--- config.mk ---
export PLATFORM = sky130hd
export DESIGN_NAME = pll_lock_ctrl
export DESIGN_NICKNAME = d
export VERILOG_FILES = /design/src/rtl/pll_lock_ctrl.sv
export SDC_FILE = /design/constraint.sdc
export NUM_CORES = 1
export LEC_CHECK = 0
export ABC_AREA = 1
export BUFFER_PORTS_ARGS = -buffer_cell sky130_fd_sc_hd__buf_2
export CORE_ASPECT_RATIO = 1.5
export CORE_MARGIN = 10
export CORE_UTILIZATION = 51
export DETAILED_ROUTE_END_ITERATION = 10
export GPL_ROUTABILITY_DRIVEN = 0
export GPL_TIMING_DRIVEN = 0
export PLACE_DENSITY_LB_ADDON = 0.15
export SKIP_LAST_GASP = 1
export SLEW_MARGIN = 40
export SYNTH_ARGS = -nofsm -noshare
export SYNTH_HDL_FRONTEND = slang
export SYNTH_SLANG_ARGS = --single-unit
export TNS_END_PERCENT = 1
--- constraint.sdc ---
create_clock -name ref_clk -period 2.3 [get_ports ref_clk]
set_input_delay 0.46 -clock ref_clk [delete_from_list [all_inputs] [get_ports ref_clk]]
set_output_delay 0.46 -clock ref_clk [all_outputs]
set_load 0.03 [all_outputs]
--- src/rtl/pll_lock_ctrl.sv ---
// PLL acquisition sequencer: resets the PLL, waits for it to settle, then watches
// the PFD for sustained quiet to declare lock, stepping through coarse bands on timeout.
module pll_lock_ctrl #(
  parameter int unsigned         TW_WIDTH      = 32,
  parameter logic [TW_WIDTH-1:0] BASE_WORD     = '0,
  parameter logic [TW_WIDTH-1:0] STEP_WORD     = TW_WIDTH'(32'h0100_0000),
  parameter int unsigned         NUM_BANDS     = 4,
  parameter int unsigned         RST_CYCLES    = 4,
  parameter int unsigned         SETTLE_CYCLES = 16,
  parameter int unsigned         LOCK_COUNT    = 64,
  parameter int unsigned         UNLOCK_COUNT  = 4,
  parameter int unsigned         TIMEOUT       = 1024
) (
  input  logic                ref_clk,
  input  logic                rst_n,
  input  logic                enable,
  input  logic                up,
  input  logic                down,
  output logic                pll_rst_n,
  output logic [TW_WIDTH-1:0] preset_word,
  output logic [3:0]          band,
  output logic                locked,
  output logic                fail,
  output logic [2:0]          state,
  output logic [7:0]          relock_cnt
);

  localparam int unsigned MaxA   = (RST_CYCLES > SETTLE_CYCLES) ? RST_CYCLES : SETTLE_CYCLES;
  localparam int unsigned MaxB   = (LOCK_COUNT > UNLOCK_COUNT) ? LOCK_COUNT : UNLOCK_COUNT;
  localparam int unsigned MaxCnt = (MaxA > MaxB) ? MaxA : MaxB;
  localparam int unsigned CntW   = $clog2(MaxCnt);
  localparam int unsigned TmoW   = $clog2(TIMEOUT);

  localparam logic [CntW-1:0] RstLast    = CntW'(RST_CYCLES - 1);
  localparam logic [CntW-1:0] SettleLast = CntW'(SETTLE_CYCLES - 1);
  localparam logic [CntW-1:0] LockLast   = CntW'(LOCK_COUNT - 1);
  localparam logic [CntW-1:0] UnlockLast = CntW'(UNLOCK_COUNT - 1);
  localparam logic [TmoW-1:0] TmoLast    = TmoW'(TIMEOUT - 1);
  localparam logic [3:0]      LastBand   = 4'(NUM_BANDS - 1);

  typedef enum logic [2:0] {
    StIdle     = 3'd0,
    StResetPll = 3'd1,
    StSettle   = 3'd2,
    StAcquire  = 3'd3,
    StLocked   = 3'd4,
    StFail     = 3'd5
  } state_e;

  state_e              state_q, state_d;
  logic [CntW-1:0]     cnt_q, cnt_d;
  logic [TmoW-1:0]     tmo_q, tmo_d;
  logic [3:0]          band_q, band_d;
  logic [7:0]          relock_q, relock_d;
  logic [TW_WIDTH-1:0] preset_q;
  logic                pll_rst_n_q, locked_q, fail_q;
  logic                up_meta_q, up_sync_q, dn_meta_q, dn_sync_q;
  logic                quiet;

  assign quiet = ~(up_sync_q | dn_sync_q);

  // cnt_q is the phase counter: cycles in RESET_PLL/SETTLE, quiet run in ACQUIRE,
  // noisy run in LOCKED.
  always_comb begin
    state_d  = state_q;
    cnt_d    = cnt_q;
    tmo_d    = tmo_q;
    band_d   = band_q;
    relock_d = relock_q;
    case (state_q)
      StIdle: begin
        band_d = '0;
        if (enable) state_d = StResetPll;
      end
      StResetPll: begin
        if (cnt_q == RstLast) state_d = StSettle;
        else                  cnt_d   = cnt_q + CntW'(1);
      end
      StSettle: begin
        if (cnt_q == SettleLast) state_d = StAcquire;
        else                     cnt_d   = cnt_q + CntW'(1);
      end
      StAcquire: begin
        tmo_d = tmo_q + TmoW'(1);
        cnt_d = quiet ? cnt_q + CntW'(1) : '0;
        if (quiet && cnt_q == LockLast) begin
          state_d = StLocked;
        end else if (tmo_q == TmoLast) begin
          if (band_q != LastBand) begin
            band_d  = band_q + 4'd1;
            state_d = StResetPll;
          end else begin
            state_d = StFail;
          end
        end
      end
      StLocked: begin
        if (quiet) begin
          cnt_d = '0;
        end else if (cnt_q == UnlockLast) begin
          state_d = StResetPll;
          if (relock_q != 8'hFF) relock_d = relock_q + 8'd1;
        end else begin
          cnt_d = cnt_q + CntW'(1);
        end
      end
      StFail: ;
      default: state_d = StIdle;
    endcase
    if (!enable) begin
      state_d  = StIdle;
      band_d   = '0;
      relock_d = relock_q;
    end
    if (state_d != state_q) begin
      cnt_d = '0;
      tmo_d = '0;
    end
  end

  // Status outputs are registered from the next state so they line up with state_q.
  always_ff @(posedge ref_clk or negedge rst_n) begin
    if (!rst_n) begin
      state_q     <= StIdle;
      cnt_q       <= '0;
      tmo_q       <= '0;
      band_q      <= '0;
      relock_q    <= '0;
      preset_q    <= BASE_WORD;
      pll_rst_n_q <= 1'b0;
      locked_q    <= 1'b0;
      fail_q      <= 1'b0;
      up_meta_q   <= 1'b0;
      up_sync_q   <= 1'b0;
      dn_meta_q   <= 1'b0;
      dn_sync_q   <= 1'b0;
    end else begin
      up_meta_q   <= up;
      up_sync_q   <= up_meta_q;
      dn_meta_q   <= down;
      dn_sync_q   <= dn_meta_q;
      state_q     <= state_d;
      cnt_q       <= cnt_d;
      tmo_q       <= tmo_d;
      band_q      <= band_d;
      relock_q    <= relock_d;
      preset_q    <= BASE_WORD + STEP_WORD * TW_WIDTH'(band_q);
      pll_rst_n_q <= (state_d == StSettle) || (state_d == StAcquire) || (state_d == StLocked);
      locked_q    <= (state_d == StLocked);
      fail_q      <= (state_d == StFail);
    end
  end

  assign state       = state_q;
  assign band        = band_q;
  assign relock_cnt  = relock_q;
  assign preset_word = preset_q;
  assign pll_rst_n   = pll_rst_n_q;
  assign locked      = locked_q;
  assign fail        = fail_q;

endmodule

==> results.sh, run 1 <==
export IMPL_start_kind="flip-flop"
export IMPL_fin_nets=344
export IMPL_cts_resized_gates=0
export IMPL_crit_end="cnt_q[4]"
export IMPL_final_cell_count_no_fill=399
export IMPL_post_route_min_period_ns=2.044
export IMPL_drc=0
export IMPL_criticalPathCategory="flip-flop to flip-flop"
export IMPL_hp_class="input port to asynchronous set/reset pin"
export IMPL_total_power_mw=1.481
export IMPL_critPathArrivalTime_ns=2.22
export IMPL_synth_avg_cell_area_sq_um=8.754
export IMPL_hold_violations=0
export IMPL_vias_per_cell=4.614
export IMPL_synth_seq_cells=42
export IMPL_dr_pass1_iters=4
export IMPL_rows=30
export IMPL_layout_commonest_cell="nand2_1"
export IMPL_synth_area_leader_cell="dfrtp_1"
export IMPL_vdd_drop_max_mv=0.4491
export IMPL_worst_slew_pin_slew_ns=0.5151
export IMPL_synth_area_top_cells="dfrtp_1 (44%), buf_4 (8.7%), nand2_1 (6.7%), nand3_1 (5.4%), nor2_4 (4.7%)"
export IMPL_cts_setup_buffers=0
export IMPL_p_per_area_nw_per_um2=527.1
export IMPL_synth_cells=276
export IMPL_grt_max_degree=43
export IMPL_fillers=414
export IMPL_cts_hold_buf=0
export IMPL_dp_cells=392
export IMPL_clock_sinks=42
export IMPL_layout_common_cells="nand2_1 (43), dfrtp_1 (42), buf_4 (29)"
export IMPL_slowest_stage="dfrtp_1"
export IMPL_fin_hold_ws_ns=0.1447
export IMPL_max_freq_ghz=0.4891
export IMPL_antenna_left=0
export IMPL_crit_required_ns=2.47
export IMPL_routedWlPerCell_microns=11.51
export IMPL_synth_distinct_cells=32
export IMPL_fp_dieW_microns=76.20
export IMPL_drv_cap=0
export IMPL_root_buffer="clkbuf_8"
export IMPL_end_kind="flip-flop"
export IMPL_utilization_pct=61.85
export IMPL_post_place_ws_ns=0.2542
export IMPL_p_leak_nw=1.463
export IMPL_setup_tns_ns=0
export IMPL_clkTransAtPathRegs_ns=0.08
export IMPL_track_usage_pct=11.60
export IMPL_die_area_sq_um=7947
export IMPL_max_stage_delay_ns=0.39
export IMPL_syn2layout_area_growth_pct=16.26
export IMPL_grt_pass1_vias=1801
export IMPL_netlist_area_leader_share_pct=43.50
export IMPL_r2r_end="cnt_q[4]"
export IMPL_routed_via_count=1841
export IMPL_grt_overflow=0
export IMPL_rsz0062_at_grt="false"
export IMPL_finalWirelength_microns=4592
export IMPL_drt_iter0_drc=93
export IMPL_yosysWarnings=0
export IMPL_die_h_microns=104.3
export IMPL_diodes=0
export IMPL_critPathTopFamily="simple AND/OR/NAND/NOR gates"
export IMPL_cp_cell_sequence="ha_1 > nand3_1 > nor2_1 > nand2_1 > nand3_1 > clkinv_1 > nand2_1 > nor3_1 > o21ai_0 > nor2_4"
export IMPL_fin_area_sq_um=2809
export IMPL_r2r_slack_ns=0.26
export IMPL_core_area_sq_um=4542
export IMPL_multi_input_area_sq_um=1119
export IMPL_critPathLaunch="cnt_q[0]"
export IMPL_regArea_sq_um=1051
export IMPL_maxSlewViolCount=0
export IMPL_initial_core_util_pct=53.20
export IMPL_cp_max_fo=9
export IMPL_insertion_delay_ns=0.29
export IMPL_fin_crit_sh_pct=88.89
export IMPL_status="finished clean"
export IMPL_drive_gt1_share_pct=28.36
export IMPL_path_buf_inv=1
export IMPL_skew_ns=0.002533
export IMPL_dp_hpwl_microns=3681
export IMPL_cp_num_cells=10
export IMPL_postPlaceCellArea_sq_um=2725
export IMPL_portBuffers=25
export IMPL_yosysSeqAreaShare_pct=43.50
export IMPL_reg2regPathDepth=10
export IMPL_setup_viol_count_final=0
export IMPL_timing_slew_headroom_pct=65.66
export IMPL_cts_path_max_buffers=2
export IMPL_pin_count=55
export IMPL_ctsHtreeMaxLevel=2
export IMPL_r2r_start="cnt_q[0]"
export IMPL_cts_tree="built"
export IMPL_grt_pass1_wl_microns=7969
export IMPL_cts_inserted_buffers=5
export IMPL_antenna_found_initial=0
export IMPL_syn_area_sq_um=2416
export IMPL_setup_ws_ns=0.2556
[worst min path at each step]
stage	start	end	slack (ns)	cells past startpoint
after global routing	rst_n	relock_cnt[5]	0.18	1
after CTS	rst_n	dn_meta_q	0.16	1
after global placement	dn_meta_q	dn_sync_q	0.34	0
after detailed placement	dn_meta_q	dn_sync_q	0.34	0
after floorplan	rst_n	band[0]	0.16	0
final	rst_n	dn_meta_q	0.14	1
[flip-flops by register name, indices dropped and copies added, names as in the netlist]
signal and cells:
dn_meta_q 1, up_meta_q 1, preset_word 4, relock_cnt 8, cnt_q 6, dn_sync_q 1, state 3, up_sync_q 1
fail 1, pll_rst_n 1, band 4, tmo_q 10, locked 1
[cell type report]
| class | instances | area share, % |
|---|---|---|
| timing repair buffer | 25 | 4.543 |
| multi-input combinational | 201 | 39.82 |
| inverter | 30 | 4.009 |
| tap | 64 | 2.851 |
| buffer | 30 | 8.374 |
| clock inverter | 2 | 0.5345 |
| sequential | 42 | 37.42 |
| clock buffer | 5 | 2.450 |
[worst reg2reg max path, cell delays in order, from the launching register on]
cell and delay, ns:
dfrtp_1 0.39, ha_1 0.24, nand3_1 0.16, nor2_1 0.13, nand2_1 0.08, nand3_1 0.16
clkinv_1 0.25, nand2_1 0.14, nor3_1 0.05, o21ai_0 0.27, nor2_4 0.06
[routing by layer]
metal	global-route usage [%]	up-vias	wire, microns
met4	3.600	0	78
met2	21.42	59	2389
met1	11.49	843	1743
met5	0	-	0
li1	-	930	-
met3	4.498	9	381
[report_power, final]
group / internal, mW / total, mW / switching, mW
combinational: 0.0823 / 0.262 / 0.180
clock: 0.207 / 0.452 / 0.245
sequential: 0.753 / 0.766 / 0.0130
[logic make-up after synthesis]
kind of cell / Yosys count / synth area share [%]
AND/OR/NAND/NOR: 129 / 28.02
buffers and inverters: 60 / 14.40
flip-flops: 42 / 43.50
AO/OA/AOI/OAI: 21 / 4.816
XOR/XNOR: 17 / 6.162
adder cells (fa/ha/maj): 4 / 2.072
multiplexers: 2 / 0.8804
other: 1 / 0.1552
[cell usage after synthesis]
cell type / number
buf_4: 28
nand4_1: 2
xnor2_1: 5
nand3b_1: 1
nand2_2: 5
inv_1: 24
mux2_2: 1
nand3_4: 1
a21oi_1: 4
nor2_2: 6
ha_1: 4
dfrtp_1: 42
and2_2: 1
clkbuf_2: 1
xor2_1: 12
nand3b_4: 1
conb_1: 1
mux2i_1: 1
or2_2: 1
nor2_1: 27
nand3_1: 26
o21ai_0: 12
nand2_1: 43
nor2_4: 10
buf_12: 1
nor3_1: 4
o22ai_1: 2
inv_2: 5
o211ai_1: 2
nand2_4: 1
o21ai_2: 1
clkinv_1: 1
Power figures use the tool's default switching activity.
==> run 2, diff against run 1 <==
Settings changed: CORE_UTILIZATION 51 to 49.
Clock period 2.3 ns to 1.7 ns, I/O delays scaled along.
==> run 2 against run 1 <==
Effect of this change: core utilization increased by 4.0 points; worst hold slack got worse by 0.12 ns; clock-buffer cell count increased by 1; largest power group unchanged; the flow now finishes with violations (negative setup slack); fmax increased by 15%.
==> results.sh, run 2 (same netlist as run 1, synthesis figures left out) <==
export IMPL_grt_max_degree=43
export IMPL_drt_iter0_drc=102
export IMPL_initial_core_util_pct=50.23
export IMPL_regMostFlops="tmo_q"
export IMPL_setup_ws_ns=-0.07115
export IMPL_dp_hpwl_microns=3714
export IMPL_drive_gt1_share_pct=43.18
export IMPL_setup_viol_count_final=16
export IMPL_p_per_area_nw_per_um2=684.8
export IMPL_violations="negative setup slack"
export IMPL_criticalPathCategory="flip-flop to flip-flop"
export IMPL_clock_sinks=42
export IMPL_timing_slew_headroom_pct=63.86
export IMPL_reg2regPathDepth=12
export IMPL_track_usage_pct=12.70
export IMPL_fin_area_sq_um=3167
export IMPL_portBuffers=25
export IMPL_end_kind="flip-flop"
export IMPL_routedWlPerCell_microns=12.40
export IMPL_worst_slew_pin_slew_ns=0.5420
export IMPL_grt_overflow=0
export IMPL_postPlaceCellArea_sq_um=2736
export IMPL_r2r_slack_ns=-0.07
export IMPL_root_buffer="clkbuf_8"
export IMPL_r2r_end="cnt_q[2]"
export IMPL_cp_cell_sequence="ha_4 > nand3_4 > nor2_2 > nand2_1 > nand2_1 > nand3b_4 > nand2_4 > nand2_2 > nand2_2 > nand3_4 > buf_12 > nor2_4"
export IMPL_die_area_sq_um=8198
export IMPL_drv_cap=0
export IMPL_dr_pass1_iters=4
export IMPL_die_h_microns=106
export IMPL_max_stage_delay_ns=0.42
export IMPL_rsz0062_at_grt="true"
export IMPL_crit_required_ns=1.93
export IMPL_ctsHtreeMaxLevel=2
export IMPL_core_area_sq_um=4810
export IMPL_vias_per_cell=4.504
export IMPL_status="finished, violations left"
export IMPL_skew_ns=0.004533
export IMPL_hold_violations=0
export IMPL_utilization_pct=65.84
export IMPL_r2r_start="cnt_q[0]"
export IMPL_cts_tree="built"
export IMPL_post_route_min_period_ns=1.771
export IMPL_hp_class="input port to asynchronous set/reset pin"
export IMPL_fin_hold_ws_ns=0.02356
export IMPL_cts_path_max_buffers=2
export IMPL_insertion_delay_ns=0.29
export IMPL_finalWirelength_microns=5270
export IMPL_fin_crit_sh_pct=104.2
export IMPL_rows=31
export IMPL_routed_via_count=1914
export IMPL_antenna_left=0
export IMPL_syn2layout_area_growth_pct=31.07
export IMPL_diodes=0
export IMPL_fin_nets=367
export IMPL_max_freq_ghz=0.5646
export IMPL_cts_inserted_buffers=5
export IMPL_layout_commonest_cell="buf_4"
export IMPL_critPathArrivalTime_ns=2.01
export IMPL_grt_pass1_wl_microns=8838
export IMPL_antenna_found_initial=0
export IMPL_p_leak_nw=1.597
export IMPL_start_kind="flip-flop"
export IMPL_largest_register_ffs=10
export IMPL_grt_pass1_vias=1974
export IMPL_drc=0
export IMPL_slowest_stage="dfrtp_1"
export IMPL_setup_tns_ns=-1.002
export IMPL_clkTransAtPathRegs_ns=0.08
export IMPL_maxSlewViolCount=0
export IMPL_fp_dieW_microns=77.34
export IMPL_cp_max_fo=5
export IMPL_layout_common_cells="buf_4 (49), dfrtp_1 (37), nand2_1 (36)"
export IMPL_pin_count=55
export IMPL_vdd_drop_max_mv=0.6869
[run 2: changes by cell type in the layout (fill, tap and decap cells not counted), moves of 3 or more]
cell,previous run,this run
dfrtp_1,42,37
buf_4,29,49
nand2_2,5,11
nand3_2,0,6
nor2_1,27,16
nand2_1,43,36
nand3_1,26,18
nor2_2,6,15
dfrtp_2,0,5
ha_1,4,1
[run 2: through the flow]
step | cells | worst slack [ns] | power (mW)
after floorplan | 303 | -0.01859 | 1.351
after global placement | 394 | -0.2873 | 1.412
after detailed placement | 394 | -0.3025 | 1.416
after CTS | 420 | -0.02257 | 2.166
after global routing | 425 | -0.1801 | 2.248
final | 425 | -0.07115 | 2.168
[run 2: area by class of cell]
cell class	count	area, sq um
plain buffers	30	235.2
well taps	66	82.58
fillers	445	1643
clock inverters	2	12.51
repair buffers	48	327.8
inverters	30	113.9
flip-flops and latches	42	1057
multi-input cells	201	1255
clock buffers	6	82.58
[run 2: worst max path at each step]
stage | startpoint | to | slack [ns] | depth (start not counted)
2_1_floorplan | state[2] | cnt_q[4] | -0.02 | 10
3_3_place_gp | cnt_q[0] | cnt_q[4] | -0.29 | 10
3_5_place_dp | cnt_q[1] | cnt_q[4] | -0.30 | 10
4_1_cts | cnt_q[1] | cnt_q[0] | -0.02 | 12
5_1_grt | cnt_q[2] | cnt_q[2] | -0.18 | 11
6_report | cnt_q[0] | cnt_q[2] | -0.07 | 12
[run 2: worst max-delay path, delay by kind of cell (launching register included)]
| family | cells | cell delay [ns] |
|---|---|---|
| buf+inv | 1 | 0.19 |
| fa+ha+maj | 1 | 0.20 |
| flops | 1 | 0.42 |
| simple gates | 10 | 0.90 |
[run 2: repair_timing]
| action | CTS | global route |
|---|---|---|
| setup buffers | 17 | 5 |
| pin swaps | 9 | 14 |
| endpoints found under the setup margin | 27 | 25 |
| gates cloned | 1 | 0 |
| hold buffers | 0 | 0 |
| gates resized for setup | 26 | 15 |
[run 2: power by group]
group / switching, mW / internal, mW
clock: 0.348 / 0.326
combinational: 0.281 / 0.173
sequential: 0.0200 / 1.02
total: 0.649 / 1.52
[run 2: layer usage]
layer | vias to the layer above | track usage, % | wire (microns) | share of wire, %
li1 | 980 | - | - | -
met1 | 881 | 12.75 | 2051 | 39
met2 | 47 | 23.86 | 2831 | 54
met3 | 6 | 4.216 | 305 | 5.8
met4 | 0 | 4.058 | 82 | 1.6
met5 | - | 0 | 0 | 0
==> run 3, diff against run 2 <==
Settings changed: PLACE_DENSITY_LB_ADDON 0.15 to 0.3.
==> run 3 against run 2 <==
Effect of this change: worst setup slack lost 0.0031 ns; register-to-register slack is essentially flat; the run still ends with negative setup slack left; clock power shrank 9.0%; global-route usage shrank 0.26 points; cell area shrank 3.4%; via count grew 0.31%; die area is the same; sequential share of layout area grew 1.2 points; non-clock buffer count shrank 7; clock-buffer cell count grew 1.
==> results.sh, run 3 (same netlist as run 1, synthesis figures left out) <==
export IMPL_portBuffers=25
export IMPL_track_usage_pct=12.45
export IMPL_cp_cell_sequence="nor2_1 > nand3_2 > nor2_1 > nor2_1 > nand2_2 > nand2_2 > nand2_1 > nand2_1 > inv_2 > nand3_4 > buf_16 > nor2_4"
export IMPL_layout_commonest_cell="buf_4"
export IMPL_worst_slew_pin_slew_ns=0.5159
export IMPL_fin_hold_ws_ns=0.02318
export IMPL_fin_nets=360
export IMPL_r2r_start="cnt_q[2]"
export IMPL_postPlaceCellArea_sq_um=2736
export IMPL_post_route_min_period_ns=1.774
export IMPL_max_stage_delay_ns=0.45
export IMPL_ctsHtreeMaxLevel=2
export IMPL_start_kind="flip-flop"
export IMPL_insertion_delay_ns=0.29
export IMPL_regArea_sq_um=1059
export IMPL_utilization_pct=63.61
export IMPL_vias_per_cell=4.593
export IMPL_regMostFlops="tmo_q"
export IMPL_grt_pass1_vias=1964
export IMPL_cpMostUsedCell="nor2_1"
export IMPL_cp_max_fo=5
export IMPL_end_kind="flip-flop"
export IMPL_criticalPathCategory="flip-flop to flip-flop"
export IMPL_skew_ns=0.01006
export IMPL_pin_count=55
export IMPL_core_area_sq_um=4810
export IMPL_largest_register_ffs=10
export IMPL_setup_ws_ns=-0.07424
export IMPL_cts_hold_buf=0
export IMPL_cts_tree="built"
export IMPL_multi_input_area_sq_um=1205
export IMPL_grt_pass1_wl_microns=8493
export IMPL_die_h_microns=106
export IMPL_drive_gt1_share_pct=39.20
export IMPL_grt_overflow=0
export IMPL_drv_cap=0
export IMPL_status="finished, violations left"
export IMPL_critPathTopFamily="simple AND/OR/NAND/NOR gates"
export IMPL_rows=31
export IMPL_p_per_area_nw_per_um2=688.1
export IMPL_routed_via_count=1920
export IMPL_fillers=439
export IMPL_layout_common_cells="buf_4 (43), nand2_1 (38), dfrtp_1 (36)"
export IMPL_post_place_ws_ns=-0.2880
export IMPL_cts_inserted_buffers=5
export IMPL_maxSlewViolCount=0
export IMPL_setup_tns_ns=-1.058
export IMPL_routedWlPerCell_microns=12.18
export IMPL_dp_hpwl_microns=3746
export IMPL_critPathArrivalTime_ns=2.00
export IMPL_fp_dieW_microns=77.34
export IMPL_critPathLaunch="cnt_q[2]"
export IMPL_rsz0062_at_grt="true"
export IMPL_initial_core_util_pct=50.23
export IMPL_finalWirelength_microns=5093
export IMPL_slowest_stage="dfrtp_2"
export IMPL_vdd_drop_max_mv=0.6501
export IMPL_cts_path_max_buffers=2
export IMPL_syn2layout_area_growth_pct=26.62
export IMPL_clkTransAtPathRegs_ns=0.08
export IMPL_p_leak_nw=1.541
export IMPL_hold_violations=0
export IMPL_diodes=0
export IMPL_path_buf_inv=2
export IMPL_root_buffer="clkbuf_8"
export IMPL_fin_crit_sh_pct=104.4
export IMPL_dr_pass1_iters=4
export IMPL_hp_class="input port to asynchronous set/reset pin"
export IMPL_max_freq_ghz=0.5636
export IMPL_crit_required_ns=1.93
export IMPL_clock_sinks=42
export IMPL_drc=0
export IMPL_timing_slew_headroom_pct=65.61
export IMPL_die_area_sq_um=8198
export IMPL_drt_iter0_drc=60
export IMPL_fin_area_sq_um=3059
export IMPL_antenna_found_initial=0
export IMPL_antenna_left=0
export IMPL_grt_max_degree=43
export IMPL_violations="negative setup slack"
export IMPL_setup_viol_count_final=19
run 3: path summary, 6_finish.rpt:
| kind | cells after the start | endpoint | slack (ns) |
|---|---|---|---|
| max | 12 | cnt_q[1] | -0.07 |
| min | 1 | preset_word[27] | 0.02 |
| max reg2reg | 12 | cnt_q[1] | -0.07 |
| min reg2reg | 0 | dn_sync_q | 0.35 |
| max in group asynchronous | 1 | state[1] | 1.29 |
| min in group ref_clk | 1 | up_meta_q | 0.16 |
run 3: through the flow:
step	total power [mW]	std cells
after global routing	2.192	418
final	2.105	418
after floorplan	1.351	303
after detailed placement	1.417	394
after CTS	2.107	413
after global placement	1.412	394
run 3: final cells by class:
| class | count | area share, % |
|---|---|---|
| tap | 66 | 2.699 |
| inverter | 30 | 3.722 |
| clock buffer | 7 | 2.495 |
| buffer | 30 | 7.689 |
| multi-input combinational | 201 | 39.39 |
| timing repair buffer | 41 | 9.162 |
| clock inverter | 1 | 0.2454 |
| sequential | 42 | 34.60 |
run 3: repair_timing:
item / in CTS / in global routing
buffers inserted: 10 / 5
pin swaps: 8 / 3
gates resized for setup: 22 / 6
cloned: 1 / 0
endpoints found under the setup margin: 27 / 28
run 3: report_power, final:
group / leakage (nW) / total [mW] / internal [mW] / switching [mW]
registers: 0.565 / 1.04 / 1.02 / 0.0206
logic: 0.937 / 0.450 / 0.177 / 0.273
clock network: 0.0385 / 0.614 / 0.290 / 0.324
run 3: routing by layer:
layer	routed length, microns	global-route usage, %	vias to the layer above	part of all wire, %
met4	159	7.592	0	3.1
li1	-	-	962	-
met2	2707	22.90	55	53
met3	387	4.300	11	7.6
met5	0	0	-	0
met1	1838	11.39	892	36
